`src/rtl/cmd_pkg.sv`:
```
// Shared definitions for the command path: parser states, code limits and the
// command code map that the downstream executor decodes.
package cmd_pkg;

    typedef enum logic [1:0] {
        ST_IDLE      = 2'd0,
        ST_WAIT_ADDR = 2'd1,
        ST_HOLD      = 2'd2
    } parser_state_t;

    localparam logic [7:0] MAX_CODE_DEFAULT = 8'h07;
    localparam logic [7:0] MAX_ADDR_DEFAULT = 8'h1F;
    localparam int         ADDR_W           = 5;

    // Command codes understood by the executor.
    localparam logic [7:0] CMD_NOP        = 8'h00;
    localparam logic [7:0] CMD_READ       = 8'h01;
    localparam logic [7:0] CMD_WRITE      = 8'h02;
    localparam logic [7:0] CMD_RESET_SNS  = 8'h03;
    localparam logic [7:0] CMD_ENABLE     = 8'h04;
    localparam logic [7:0] CMD_DISABLE    = 8'h05;
    localparam logic [7:0] CMD_CALIBRATE  = 8'h06;
    localparam logic [7:0] CMD_SELF_TEST  = 8'h07;

endpackage

```
`src/rtl/byte_timeout_timer.sv`:
```
// Inter-byte timer: counts enabled clocks since the last clear and flags
// expiry once TIMEOUT_CLOCKS-1 counts have elapsed.
module byte_timeout_timer #(
    parameter int TIMEOUT_CLOCKS = 50000
) (
    input  logic clock,
    input  logic reset,
    input  logic clear,
    input  logic enable,
    output logic expired
);

    localparam int             W    = (TIMEOUT_CLOCKS > 1) ? $clog2(TIMEOUT_CLOCKS) : 1;
    localparam logic [W-1:0]   LAST = W'(TIMEOUT_CLOCKS - 1);

    logic [W-1:0] r_count;

    // Clear has priority so the count restarts on the same edge the frame opens.
    always_ff @(posedge clock or posedge reset) begin
        if (reset) begin
            r_count <= '0;
        end else if (clear) begin
            r_count <= '0;
        end else if (enable) begin
            r_count <= r_count + W'(1);
        end
    end

    assign expired = (r_count == LAST);

endmodule

```
`src/rtl/cmd_frame_parser.sv`:
```
// Two-byte command frame parser (code byte, address byte) with inter-byte
// timeout, a held command output and registered error/overrun pulses.
module cmd_frame_parser
    import cmd_pkg::*;
#(
    parameter int         TIMEOUT_CLOCKS = 50000,
    parameter logic [7:0] MAX_CODE       = MAX_CODE_DEFAULT,
    parameter logic [7:0] MAX_ADDR       = MAX_ADDR_DEFAULT
) (
    input  logic        clock,
    input  logic        reset,
    input  logic        has_data,
    input  logic [7:0]  data_received,
    input  logic        cmd_ready,
    output logic        cmd_valid,
    output logic [7:0]  cmd_code,
    output logic [4:0]  sensor_addr,
    output logic        frame_error,
    output logic        overrun,
    output logic [1:0]  o_dbg_state
);

    parser_state_t r_state;
    logic [7:0]    r_pend_code;
    logic          r_cmd_valid;
    logic [7:0]    r_cmd_code;
    logic [4:0]    r_sensor_addr;
    logic          r_frame_error;
    logic          r_overrun;

    parser_state_t w_state_nxt;
    logic [7:0]    w_pend_nxt;
    logic          w_valid_nxt;
    logic [7:0]    w_code_nxt;
    logic [4:0]    w_addr_nxt;
    logic          w_ferr_nxt;
    logic          w_ovr_nxt;
    logic          w_timer_clear;
    logic          w_timer_en;
    logic          w_expired;
    logic          w_code_ok;
    logic          w_addr_ok;

    assign w_code_ok = (data_received <= MAX_CODE);
    assign w_addr_ok = (data_received <= MAX_ADDR);

    byte_timeout_timer #(
        .TIMEOUT_CLOCKS(TIMEOUT_CLOCKS)
    ) u_timer (
        .clock   (clock),
        .reset   (reset),
        .clear   (w_timer_clear),
        .enable  (w_timer_en),
        .expired (w_expired)
    );

    always_ff @(posedge clock or posedge reset) begin
        if (reset) begin
            r_state       <= ST_IDLE;
            r_pend_code   <= '0;
            r_cmd_valid   <= 1'b0;
            r_cmd_code    <= '0;
            r_sensor_addr <= '0;
            r_frame_error <= 1'b0;
            r_overrun     <= 1'b0;
        end else begin
            r_state       <= w_state_nxt;
            r_pend_code   <= w_pend_nxt;
            r_cmd_valid   <= w_valid_nxt;
            r_cmd_code    <= w_code_nxt;
            r_sensor_addr <= w_addr_nxt;
            r_frame_error <= w_ferr_nxt;
            r_overrun     <= w_ovr_nxt;
        end
    end

    always_comb begin
        w_state_nxt   = r_state;
        w_pend_nxt    = r_pend_code;
        w_valid_nxt   = r_cmd_valid;
        w_code_nxt    = r_cmd_code;
        w_addr_nxt    = r_sensor_addr;
        w_ferr_nxt    = 1'b0;
        w_ovr_nxt     = 1'b0;
        w_timer_clear = 1'b0;
        w_timer_en    = 1'b0;

        case (r_state)
            ST_IDLE: begin
                w_valid_nxt = 1'b0;
                if (has_data) begin
                    if (w_code_ok) begin
                        w_pend_nxt    = data_received;
                        w_timer_clear = 1'b1;
                        w_state_nxt   = ST_WAIT_ADDR;
                    end else begin
                        w_ferr_nxt = 1'b1;
                    end
                end
            end

            ST_WAIT_ADDR: begin
                w_timer_en = 1'b1;
                // A byte in the expiry cycle takes precedence over the timeout.
                if (has_data) begin
                    if (w_addr_ok) begin
                        w_code_nxt  = r_pend_code;
                        w_addr_nxt  = data_received[4:0];
                        w_valid_nxt = 1'b1;
                        w_state_nxt = ST_HOLD;
                    end else begin
                        w_ferr_nxt  = 1'b1;
                        w_state_nxt = ST_IDLE;
                    end
                end else if (w_expired) begin
                    w_ferr_nxt  = 1'b1;
                    w_state_nxt = ST_IDLE;
                end
            end

            ST_HOLD: begin
                if (cmd_ready) begin
                    w_valid_nxt = 1'b0;
                    w_state_nxt = ST_IDLE;
                    // A byte arriving with the acceptance opens the next frame.
                    if (has_data) begin
                        if (w_code_ok) begin
                            w_pend_nxt    = data_received;
                            w_timer_clear = 1'b1;
                            w_state_nxt   = ST_WAIT_ADDR;
                        end else begin
                            w_ferr_nxt = 1'b1;
                        end
                    end
                end else if (has_data) begin
                    w_ovr_nxt = 1'b1;
                end
            end

            default: begin
                w_valid_nxt = 1'b0;
                w_state_nxt = ST_IDLE;
            end
        endcase
    end

    assign cmd_valid   = r_cmd_valid;
    assign cmd_code    = r_cmd_code;
    assign sensor_addr = r_sensor_addr;
    assign frame_error = r_frame_error;
    assign overrun     = r_overrun;
    assign o_dbg_state = r_state;

endmodule
```
`config.mk`:
```
export PLATFORM = sky130hd
export DESIGN_NAME = cmd_frame_parser
export DESIGN_NICKNAME = d
export VERILOG_FILES = /design/src/rtl/cmd_pkg.sv /design/src/rtl/byte_timeout_timer.sv /design/src/rtl/cmd_frame_parser.sv
export SDC_FILE = /design/constraint.sdc
export NUM_CORES = 1
export LEC_CHECK = 0
export ABC_AREA = 1
export CORE_UTILIZATION = 53
export DETAILED_ROUTE_END_ITERATION = 16
export PLACE_DENSITY = 0.89
export REMOVE_ABC_BUFFERS = 1
export SLEW_MARGIN = 25
export SYNTH_ARGS = -nofsm -noshare
export SYNTH_HDL_FRONTEND = slang
export SYNTH_SLANG_ARGS = --single-unit
```
`constraint.sdc`:
```
create_clock -name clock -period 1.45 [get_ports clock]
set_input_delay 0.145 -clock clock [delete_from_list [all_inputs] [get_ports clock]]
set_output_delay 0.145 -clock clock [all_outputs]
set_load 0.02 [all_outputs]
```
# ---- Yosys cells after proc, flatten, opt, wreduce, memory -nomap -nowiden
# Cells that the tools add are included.
dict set report word_totals {
  regBits 42
  in_bits 12
  output_inout_bits 18
  elab_cells 61
}
dict set report op_classes {
  n_addsub 1
  n_lt_le_gt_ge 2
  eq_ne 9
  muxes 34
  n_reduce_logical 7
}
# op count
set ops {}
lappend ops {{$mux 16} 2}
lappend ops {{$mux 8} 3}
lappend ops {{$mux 1} 18}
lappend ops {{$add 16x1->16 const B} 1}
lappend ops {{$eq 16x16->1 const B} 1}
lappend ops {{$pmux 8 s2} 1}
lappend ops {{$mux 2} 6}
lappend ops {{$ne 2x2->1 const B} 5}
lappend ops {{$le 8x3->1 const B} 1}
lappend ops {{$le 8x5->1 const B} 1}
lappend ops {{$pmux 2 s3} 1}
lappend ops {{$reduce_and 3->1} 2}
lappend ops {{$pmux 1 s2} 2}
lappend ops {{$reduce_and 4->1} 1}
lappend ops {{$reduce_bool 2->1} 2}
lappend ops {{$ne 3x2->1 const B} 1}
lappend ops {{$pmux 1 s3} 1}
lappend ops {{$eq 2x1->1 const B} 1}
lappend ops {{$eq 2x2->1 const B} 1}
lappend ops {{$logic_not 2->1} 1}
lappend ops {{$reduce_and 2->1} 1}

# ---- Longest topological paths before layout
dict set report logic_depth {
  word_depth 6
  mapped_depth 8
  mapped_depth_nobuf 8
}

# ---- By module
# A second synthesis with hierarchy kept.
dict set report hier_totals {
  cells_unflattened 249
  hier_area_um2 2090.8
}
# mod n_inst cells_per_inst area_each_um2 seq_area_each_um2
set modules_own_cells {}
lappend modules_own_cells {cmd_frame_parser 1 120 1112.3 650.6}
lappend modules_own_cells {byte_timeout_timer 1 129 978.4 400.4}

# ---- Least setup slack after synthesis
# Ideal clock, no wire load.
dict set report synth_timing {
  kind {register to register}
  startpoint {register r_state[1], in the netlist o_dbg_state[1]}
  endpoint {register r_cmd_code[0], in the netlist cmd_code[0]}
  setup_ps 117
  arrival_time_ps 1204
  required_time_ps 1333
  path_slack_ps 129
  path_stages_with_launch 8
  path_buffers 1
  period_less_slack_ps 1321
  path_cell_list {dfrtp_1 > inv_1 > nand2_2 > nor2_4 > inv_2 > buf_4 > nand2_1 > nand2_1}
}
dict set report synth_via {
  elab_chain_cells 2
}
# element line_no
set synth_lines {}
lappend synth_lines {{start: declaration} cmd_frame_parser.sv:23} ;# parser_state_t r_state;
lappend synth_lines {{start signal: assignment} cmd_frame_parser.sv:67} ;# r_state <= w_state_nxt;
lappend synth_lines {{$eq 2x1->1} cmd_frame_parser.sv:88} ;# case (r_state)
lappend synth_lines {{$reduce_and 3->1 (no line)} n/a}
lappend synth_lines {{end signal: assignment} cmd_frame_parser.sv:70} ;# r_cmd_code <= w_code_nxt;
lappend synth_lines {{end: declaration} cmd_frame_parser.sv:26} ;# logic [7:0] r_cmd_code;
# No other way between the ends.
# A chain may end at the register's enable or synchronous reset.

# ---- Worst setup path in the final report
dict set report layout_timing {
  startpoint {register r_cmd_code[5], in the netlist cmd_code[5]}
  endpoint {output cmd_code[5]}
}
# element line_no
set layout_lines {}
lappend layout_lines {{end: declaration} cmd_frame_parser.sv:16} ;# output logic [7:0] cmd_code,
# No word-level cell between the ends.

==> metrics <==
status complete, no violations; TNS Setup 0 ps; max incr delay on CP roughly 600 ps; largest net degree at the start of global routing 43; Final #Nets around 300; clk buf depth 2; max-slew violation count 0; clock root cell clkbuf_8; Max VDD drop 0.656 mV; Sequential cell area 1050 um^2; antenna violations before repair 0; vias in the first global route 1595; DR vias/cell 5.15; Worst Reg-to-Reg Cells 7; num ports 30; Synth cell types 22; hold_buf cts 0; Syn Inst Count 240; post-route minimum period 1410 ps; WP depth 1; crit-path max FO 2; clk sinks 42; via count 1694; Die Ht roughly 63 um; Port Buf Inserts 29; # fillers 240; # H-tree levels 2; LEAKAGE 0.00135 uW; Yosys warnings 0; Crit-path slowest cell clkdlybuf4s50_1; Starting Density 57.1%; crit path launch type flop; fraction of layout cells with a size suffix above 1 14.8%; Final GP Congestion 0.891; register area share after synthesis 53.1%; Initial DRC Count 107; Synth Area per Inst 8.25 um^2; Crit Path Class reg2out; most common cell after layout, fill and taps aside nand2_1; r2r startpoint o_dbg_state[1]; All-Layer GR Usage 23.0%; end of the critical path cmd_code[5]; # placed instances between 300 and 400; pwr dens 1170 nW/um^2; Setup violations, final 0; Clock Latency Late Sink 300 ps; total grt overflow 0; P&R area growth vs syn 27.3%; drc violations 0; CP endpoint kind output port; global-route wire length before repair 7.04 mm; die area 3990 um^2; row cnt 21; Worst Path Required approximately 1300 ps; DR pass1 iterations 5; final setup skew 10.4 ps; Worst-Margin Slew 276 ps; core area ~3500 um^2; Worst R2R Setup Slack 70 ps; Post-Route WL roughly 4.3 mm; Inserted Clock Buffers 5; Layout Cells excl Fill 329; Tot Pwr roughly 3000 uW; DP Wirelength 2.92 mm; worst hold slack 201 ps; Avg WL per Cell 13.1 um; Hold/Removal Path Class in2async; n_diodes 0; Max-Cap Viols 0; Final Hold Viols 0; Critical Path Start cmd_code[5]; final period utilization between 90% and 100%; max_slew headroom 81.5%; cell area after synthesis 1980 um^2; footprint of the multi-input gates 781 um^2; CTS tree built; final antenna-violating net count 0; WP buf/inv 1; fmax 707 MHz; Worst-path clk slew 80 ps; Worst R2R End r_pend_code[0]; Die Width 63.1 um; delay-heaviest family, CP buffers and inverters; most frequent cells in the layout nand2_1 (65), dfrtp_1 (41), nor2_1 (38); post-synthesis register bit count between 40 and 50; ordered cell list for the critical path clkdlybuf4s50_1; Final Util 72.7%; CP arrival 1270 ps
-- area by class of cell --
| type | count | share of cell area, % |
|---|---|---|
| flip-flops and latches | 42 | 41.7 |
| multi-input cells | 160 | 31.0 |
| well taps | 46 | 2.28 |
| repair buffers | 39 | 15.5 |
| inverters | 34 | 5.16 |
| clock buffers | 6 | 2.88 |
| clock inverters | 2 | 1.49 |
-- report_power, final --
| part | switching (uW) | internal, uW | total [uW] |
|---|---|---|---|
| clock network | 405 | 514 | 919 |
| logic | 308 | 235 | 544 |
| registers | 155 | 1340 | 1500 |
-- cell usage after synthesis (all sizes together) --
library cell / number / area, um^2
buf: 4 / 41.3
nor3: 6 / 30.0
xnor2: 1 / 8.76
dfrtp: 42 / 1050
inv: 34 / 128
a21oi: 4 / 20.0
ha: 1 / 12.5
xor2: 3 / 26.3
nand3: 11 / 55.1
nand4: 5 / 31.3
nor2: 45 / 194
o21ai: 15 / 109
and3: 1 / 6.26
nand2: 68 / 268
-- routing by layer --
metal  wire length [um]  part of all wire [%]  GRT usage, %
met5                  0                     0             0
met1               1710                    40          26.4
met3                232                   5.4          5.25
met4                 80                   1.9          8.72
met2               2270                    53          41.1
-- kinds of logic after synthesis --
family                   share of synthesized area (%)
AND/OR/NAND/NOR                                   29.5
AO/OA/AOI/OAI                                     6.51
adder cells (fa/ha/maj)                          0.632
flip-flops                                        53.1
XOR/XNOR                                          1.77
buffers and inverters                             8.53
-- registers in the layout, summed over array words and instances, names as in the netlist --
signal,count
overrun,1
o_dbg_state,2
cmd_code,8
sensor_addr,5
cmd_valid,1
frame_error,1
r_pend_code,8
u_timer.r_count,16
-- how the worst min path moves through the flow --
stage	startpoint	to	cells past startpoint
4_1_cts	reset	cmd_valid	3
3_3_place_gp	r_pend_code[2]	cmd_code[2]	2
5_1_grt	reset	cmd_code[6]	3
6_report	reset	cmd_valid	3
3_5_place_dp	cmd_code[0]	cmd_code[0]	2
2_1_floorplan	has_data	overrun	2
-- per-stage QoR --
step                setup slack (ps)  cell area (um^2)
floorplan                       97.0              1940
global route                   -63.8              2520
global placement               -58.3              2370
detailed placement              -154              2370
CTS                             8.27              2470
finish                          36.3              2520
-- repair_timing --
action | 4_1_cts | 5_1_grt
resized for setup | 2 | 15
endpoints found under the setup margin | 2 | 28
pin swaps | 0 | 1
buffers inserted | 0 | 1
No activity file was read; power rests on OpenSTA's default activity.
==> RTL edit 1: new RTL, same flow settings <==
Take the reset off `r_sensor_addr` and load it in a clocked block of its own.
--- a/src/rtl/cmd_frame_parser.sv
+++ b/src/rtl/cmd_frame_parser.sv
@@ -61,5 +61,4 @@
             r_cmd_valid   <= 1'b0;
             r_cmd_code    <= '0;
-            r_sensor_addr <= '0;
             r_frame_error <= 1'b0;
             r_overrun     <= 1'b0;
@@ -69,8 +68,11 @@
             r_cmd_valid   <= w_valid_nxt;
             r_cmd_code    <= w_code_nxt;
-            r_sensor_addr <= w_addr_nxt;
             r_frame_error <= w_ferr_nxt;
             r_overrun     <= w_ovr_nxt;
         end
+    end
+
+    always_ff @(posedge clock) begin
+        r_sensor_addr <= w_addr_nxt;
     end
 
Formal check against the unedited RTL: differs if reset is asserted again (counterexample within 4 cycles, from zero or initial values and one cycle with reset high); with reset held inactive, the same outputs for 10 cycles.
==> RTL edit 1 against the unedited design <==
Critical path depth stayed put. Power decreased by 0.10%. Final area grew 1.0%. Worst setup slack gained 0.016 ns. Critical endpoint is now cmd_code[0]. First-iteration DRC count is 26% lower. Non-clock buffer count increased by 2. Wire length fell by 10%. Area after synthesis increased by 0.69%. Sequential cell count is the same. Highest routed layer unchanged. Combinational power is essentially flat.
==> RTL edit 1: results (changes against the unedited design) <==
Status:
- The flow ran to the end, and the final reports show no timing, DRC or antenna violations.

Yosys:
- The share of synthesized cell area in full adder, half adder and majority cells is 0.00627 (-0.0000436).
- The count of cell types in the netlist was 24 (+9.1%).
- The number of standard cells after synthesis is 226 (-5.8%).
- The part of the Yosys area used for sequential elements is 0.540 (+0.00889).
- The fraction of registers with async set/reset is 0.881 (-0.119).
- Sorting the synthesized cells by how often they occur yields nand2_1, nor2_1, dfrtp_1.
- The post-synthesis compound-gate area fraction came to 0.0351 (-0.0299).
- The xor/xnor share of the synthesized area is 0.0263 (+0.00866).
- The number of enable-type register cells in the synthesized netlist came to 5 (+5).

Power:
- The part of the power in combinational logic was 0.184 (about the same).
- The largest voltage drop on the vdd net is 0.000829 V (+26%).
- The power density normalized to cell area is 1160 mW/mm^2 (-1.1%).
- The cell leakage power is 1.25 nW (-8.0%).
- The switching power of the nets is 839 uW (-3.4%).

Setup path:
- The capture point of the worst reg-to-reg path is u_timer.r_count[12]$_DFFE_PP0P_.
- The startpoint of the most critical setup path is cmd_code[0]$_DFFE_PP0P_.
- The arrival time of the worst setup path was 1.25 ns (-0.02 ns).

Route:
- The violation count after the first detailed-route iteration is 79 (-26%).
- The vias per cell came to 5.09 (-1.1%).
- The vias after detailed routing is 1625 (-4.1%).
- The final routed wire length divided by cell count is 12.1 um (-7.5%).
- The detailed-route wire length on metal 1 is 1710 um (-0.35%).
- The number of DRC violations after detailed routing is 0 (unchanged).
- The detailed-router iteration count before antenna repair is 4 (-1).
- The wire length on met3 is 208 um (-10%).

Place:
- The half-perimeter wire length after detailed placement is 2810 um (-3.7%).
- The routability congestion estimate from global placement is 0.857 (-3.8%).

Global routing:
- The first-pass GRT wire length is 6620 um (-6.1%).
- The global routing usage summed across all routing layers was 0.217 (-0.0130).
- The fraction of met1 tracks used by global routing is 0.272 (+0.00787).
- The maximum number of pins on one net before global-route repair is 38 (-12%).
- The met2 capacity usage during global routing came to 0.355 (-0.0562).
- The via count of the first global-routing pass came to 1544 (-3.2%).

STA:
- The transition time at the pin with the least slew margin is 0.256 ns (-0.0196 ns).
- The final clock skew is 0.00594 ns (-0.00447 ns).

Final layout:
- The signed area change from the synthesized netlist to the final layout is 27.7%.
- The share of post-route cells with drive strength above 1 is 0.172 (+0.0238).
- The final net count was 285 (-3.4%).
RTL edit 1: changes by cell type after synthesis, sizes merged, moves of 3 or more:
cell | unedited run | this run
nand4 | 5 | 9
dfrtp | 42 | 37
inv | 34 | 29
nor3 | 6 | 2
edfxtp | 0 | 5
o21ai | 15 | 6
nor2 | 45 | 48
nand2 | 68 | 64
RTL edit 1: through the flow:
step | hold slack, ns | setup WS [ns] | cell area (sq um)
floorplan | 0.244 | 0.103 | 1960
CTS | 0.204 | 0.0269 | 2480
finish | 0.200 | 0.0522 | 2550
global route | 0.206 | -0.0254 | 2550
global placement | 0.454 | -0.0535 | 2370
detailed placement | 0.459 | -0.139 | 2370
RTL edit 1: cell type report:
| class | instances | area (sq um) |
|---|---|---|
| Clock inverter | 2 | 37.5 |
| Tap cell | 46 | 57.6 |
| Inverter | 29 | 111 |
| Clock buffer | 6 | 72.6 |
| Multi-Input combinational cell | 153 | 795 |
| Sequential cell | 42 | 1080 |
| Timing Repair Buffer | 41 | 398 |
| Fill cell | 255 | 921 |
==> RTL edit 2: new RTL, same flow settings <==
Made on the original files. `TIMEOUT_CLOCKS` is set to 50000 in 2 places; all go to 25000.
--- a/src/rtl/byte_timeout_timer.sv
+++ b/src/rtl/byte_timeout_timer.sv
@@ -2,5 +2,5 @@
 // expiry once TIMEOUT_CLOCKS-1 counts have elapsed.
 module byte_timeout_timer #(
-    parameter int TIMEOUT_CLOCKS = 50000
+    parameter int TIMEOUT_CLOCKS = 25000
 ) (
     input  logic clock,
--- a/src/rtl/cmd_frame_parser.sv
+++ b/src/rtl/cmd_frame_parser.sv
@@ -4,5 +4,5 @@
     import cmd_pkg::*;
 #(
-    parameter int         TIMEOUT_CLOCKS = 50000,
+    parameter int         TIMEOUT_CLOCKS = 25000,
     parameter logic [7:0] MAX_CODE       = MAX_CODE_DEFAULT,
     parameter logic [7:0] MAX_ADDR       = MAX_ADDR_DEFAULT
Formal check against the unedited RTL: no difference found for any inputs over 10 cycles, from zero or initial values and one cycle with reset high; that may be too few to reach the edited logic, so the function may still have changed.
==> RTL edit 2 against the unedited design <==
Synthesized cell count is 2.9% lower. Clock skew decreased by 0.0070 ns. Worst setup slack worse by 0.0030 ns. Non-clock buffer count is 3 higher. Utilization increased by 0.69 points. Final area grew 0.94%. Wire length up 0.44%. Area after synthesis up 0.51%. Sequential share of layout area decreased by 1.4 points. Sequential power decreased by 3%. Sequential cell count decreased by 1. Power grew 2.0%. Clock power grew 5.2%. Highest routed layer unchanged.
==> RTL edit 2: results (changes against the unedited design) <==
Setup path:
- The family with the most delay on the worst path is buffers and inverters.
- The highest net fanout along the worst path is 2 (unchanged).

Final layout:
- The share of post-route cells with drive strength above 1 is 0.183 (+0.0344).
- The number of combinational gates with multiple inputs is 154 (-3.8%).
- The number of flip-flops and latches is 41 (-2.4%).
- The number of buffers outside the clock class in the layout is 42 (+7.7%).
- The clock network contribution to total cell area is 0.0472 (+0.00353).
- The sequential share of cell area came to 0.404 (-0.0137).
- The fraction of area in non-clock buffers came to 0.160 (+0.00544).
- The share of cell area taken by multi-input logic gates was 0.314 (+0.00448).
- The number of flip-flops in the largest register is 15 (-1).
- The final net count is 291 (-1.4%).

Route:
- The vias after detailed routing is 1698 (+0.24%).
- The detailed-router iteration count before antenna repair was 4 (-1).
- The violation count after the first detailed-route iteration came to 99 (-7.5%).
- The total wire length after detailed routing is 4320 um (+0.44%).

Global routing:
- The first-pass GRT wire length is 7220 um (+2.5%).
- The global routing usage summed across all routing layers is 0.236 (+0.00647).
- The via count of the first global-routing pass is 1634 (+2.4%).
- The maximum number of pins on one net before global-route repair is 42 (-2.3%).

Yosys:
- The part of the Yosys area used for sequential elements is 0.515 (-0.0152).
- Counting instances in the post-synthesis netlist gives the leading cell types as nand2_1, dfrtp_1, nor2_1.
- The fraction of registers with async set/reset was 1.00 (unchanged).
- In the post-synthesis netlist, the biggest area contributors are dfrtp_1, nand2_1, nor2_1.
- The count of cell types in the netlist was 26 (+18%).
- The yosys synthesis warning count is 0 (unchanged).

STA:
- The final clock skew was 0.00338 ns (-0.00702 ns).
- The remaining max-slew budget at the tightest pin is 0.833 (+0.0174).

Place:
- The half-perimeter wire length after detailed placement is 3000 um (+2.9%).
- The routability congestion estimate from global placement is 0.896 (+0.55%).

Status:
- The flow ran to the end, and the final reports show no timing, DRC or antenna violations.

Clock network:
- The clock-pin slew on the worst setup and hold paths came to 0.08 ns (about the same).
- The clock tree buffer depth is 2 (unchanged).
- The CTS buffer count was 5 (unchanged).

Power:
- The largest voltage drop on the vdd net is 0.000554 V (-15%).
- The cell leakage power was 1.28 nW (-5.8%).
-- RTL edit 2: cell types whose count changed after synthesis, moves of 2 or more --
cell / before / now
o21ai_0: 2 / 5
nand3_2: 0 / 2
nor2_1: 41 / 32
nand2_1: 65 / 55
nor2_2: 1 / 3
-- RTL edit 2: logic make-up (layout without fill, tap and decap cells) --
logic type | Yosys count | count (layout) | share of synthesized area
AO/OA/AOI/OAI | 24 | 24 | 0.0786
XOR/XNOR | 3 | 3 | 0.0132
adder cells (fa/ha/maj) | 1 | 1 | 0.00628
buffers and inverters | 38 | 84 | 0.0867
flip-flops | 41 | 41 | 0.515
AND/OR/NAND/NOR | 126 | 126 | 0.300
-- RTL edit 2: where the power goes --
part / leakage, nW / total [mW] / switching, mW / internal (mW)
clock network: 0.0574 / 0.967 / 0.407 / 0.560
registers: 0.539 / 1.45 / 0.144 / 1.31
logic: 0.679 / 0.603 / 0.324 / 0.279
-- RTL edit 2: worst reg2reg max path: cells and delay by family (launching register included) --
family	cells	cell delay [ns]
AO/OA/AOI/OAI	1	0.11
flip-flops	1	0.36
AND/OR/NAND/NOR	4	0.44
buffers and inverters	1	0.13
adder cells (fa/ha/maj)	1	0.19
-- RTL edit 2: metrics by stage --
stage	setup slack [ns]	power, mW	cell area [sq um]	cells	utilization
global route	0.000285	3.16	2540	325	0.734
floorplan	0.0570	1.79	1950	229	-
finish	0.0333	3.02	2540	325	0.734
CTS	0.0154	3.02	2520	325	0.727
detailed placement	-0.140	2.05	2400	317	0.693
global placement	-0.0999	2.02	2400	317	0.693
-- RTL edit 2: worst paths after layout --
kind | from | end | slack (ns) | depth (start not counted)
worst max-delay path | sensor_addr[4]$_DFFE_PP0P_ | sensor_addr[4] | 0.03 | 1
worst min-delay path | reset | sensor_addr[0]$_DFFE_PP0P_ | 0.23 | 3
worst max register to register | u_timer.r_count[0]$_DFFE_PP0P_ | o_dbg_state[0]$_DFFE_PP0P_ | 0.11 | 7
worst min register to register | cmd_code[3]$_DFFE_PP0P_ | cmd_code[3]$_DFFE_PP0P_ | 0.49 | 2
max in group asynchronous | reset | o_dbg_state[0]$_DFFE_PP0P_ | 1.02 | 3
min in group clock | data_received[1] | r_pend_code[1]$_DFFE_PP0P_ | 0.43 | 3
-- RTL edit 2: per-layer routing --
| layer | global-route usage | routed length, um | part of all wire |
|---|---|---|---|
| met1 | 0.298 | 1870 | 0.43 |
| met5 | 0 | 0 | 0 |
| met4 | 0.0994 | 72 | 0.017 |
| met3 | 0.0616 | 245 | 0.057 |
| met2 | 0.384 | 2130 | 0.49 |
-- RTL edit 2: repair_timing --
| action | CTS | global route |
|---|---|---|
| hold buffers | 0 | 0 |
| endpoints found under the setup margin | 2 | 33 |
| resized for setup | 2 | 11 |
| pin swaps | 0 | 1 |
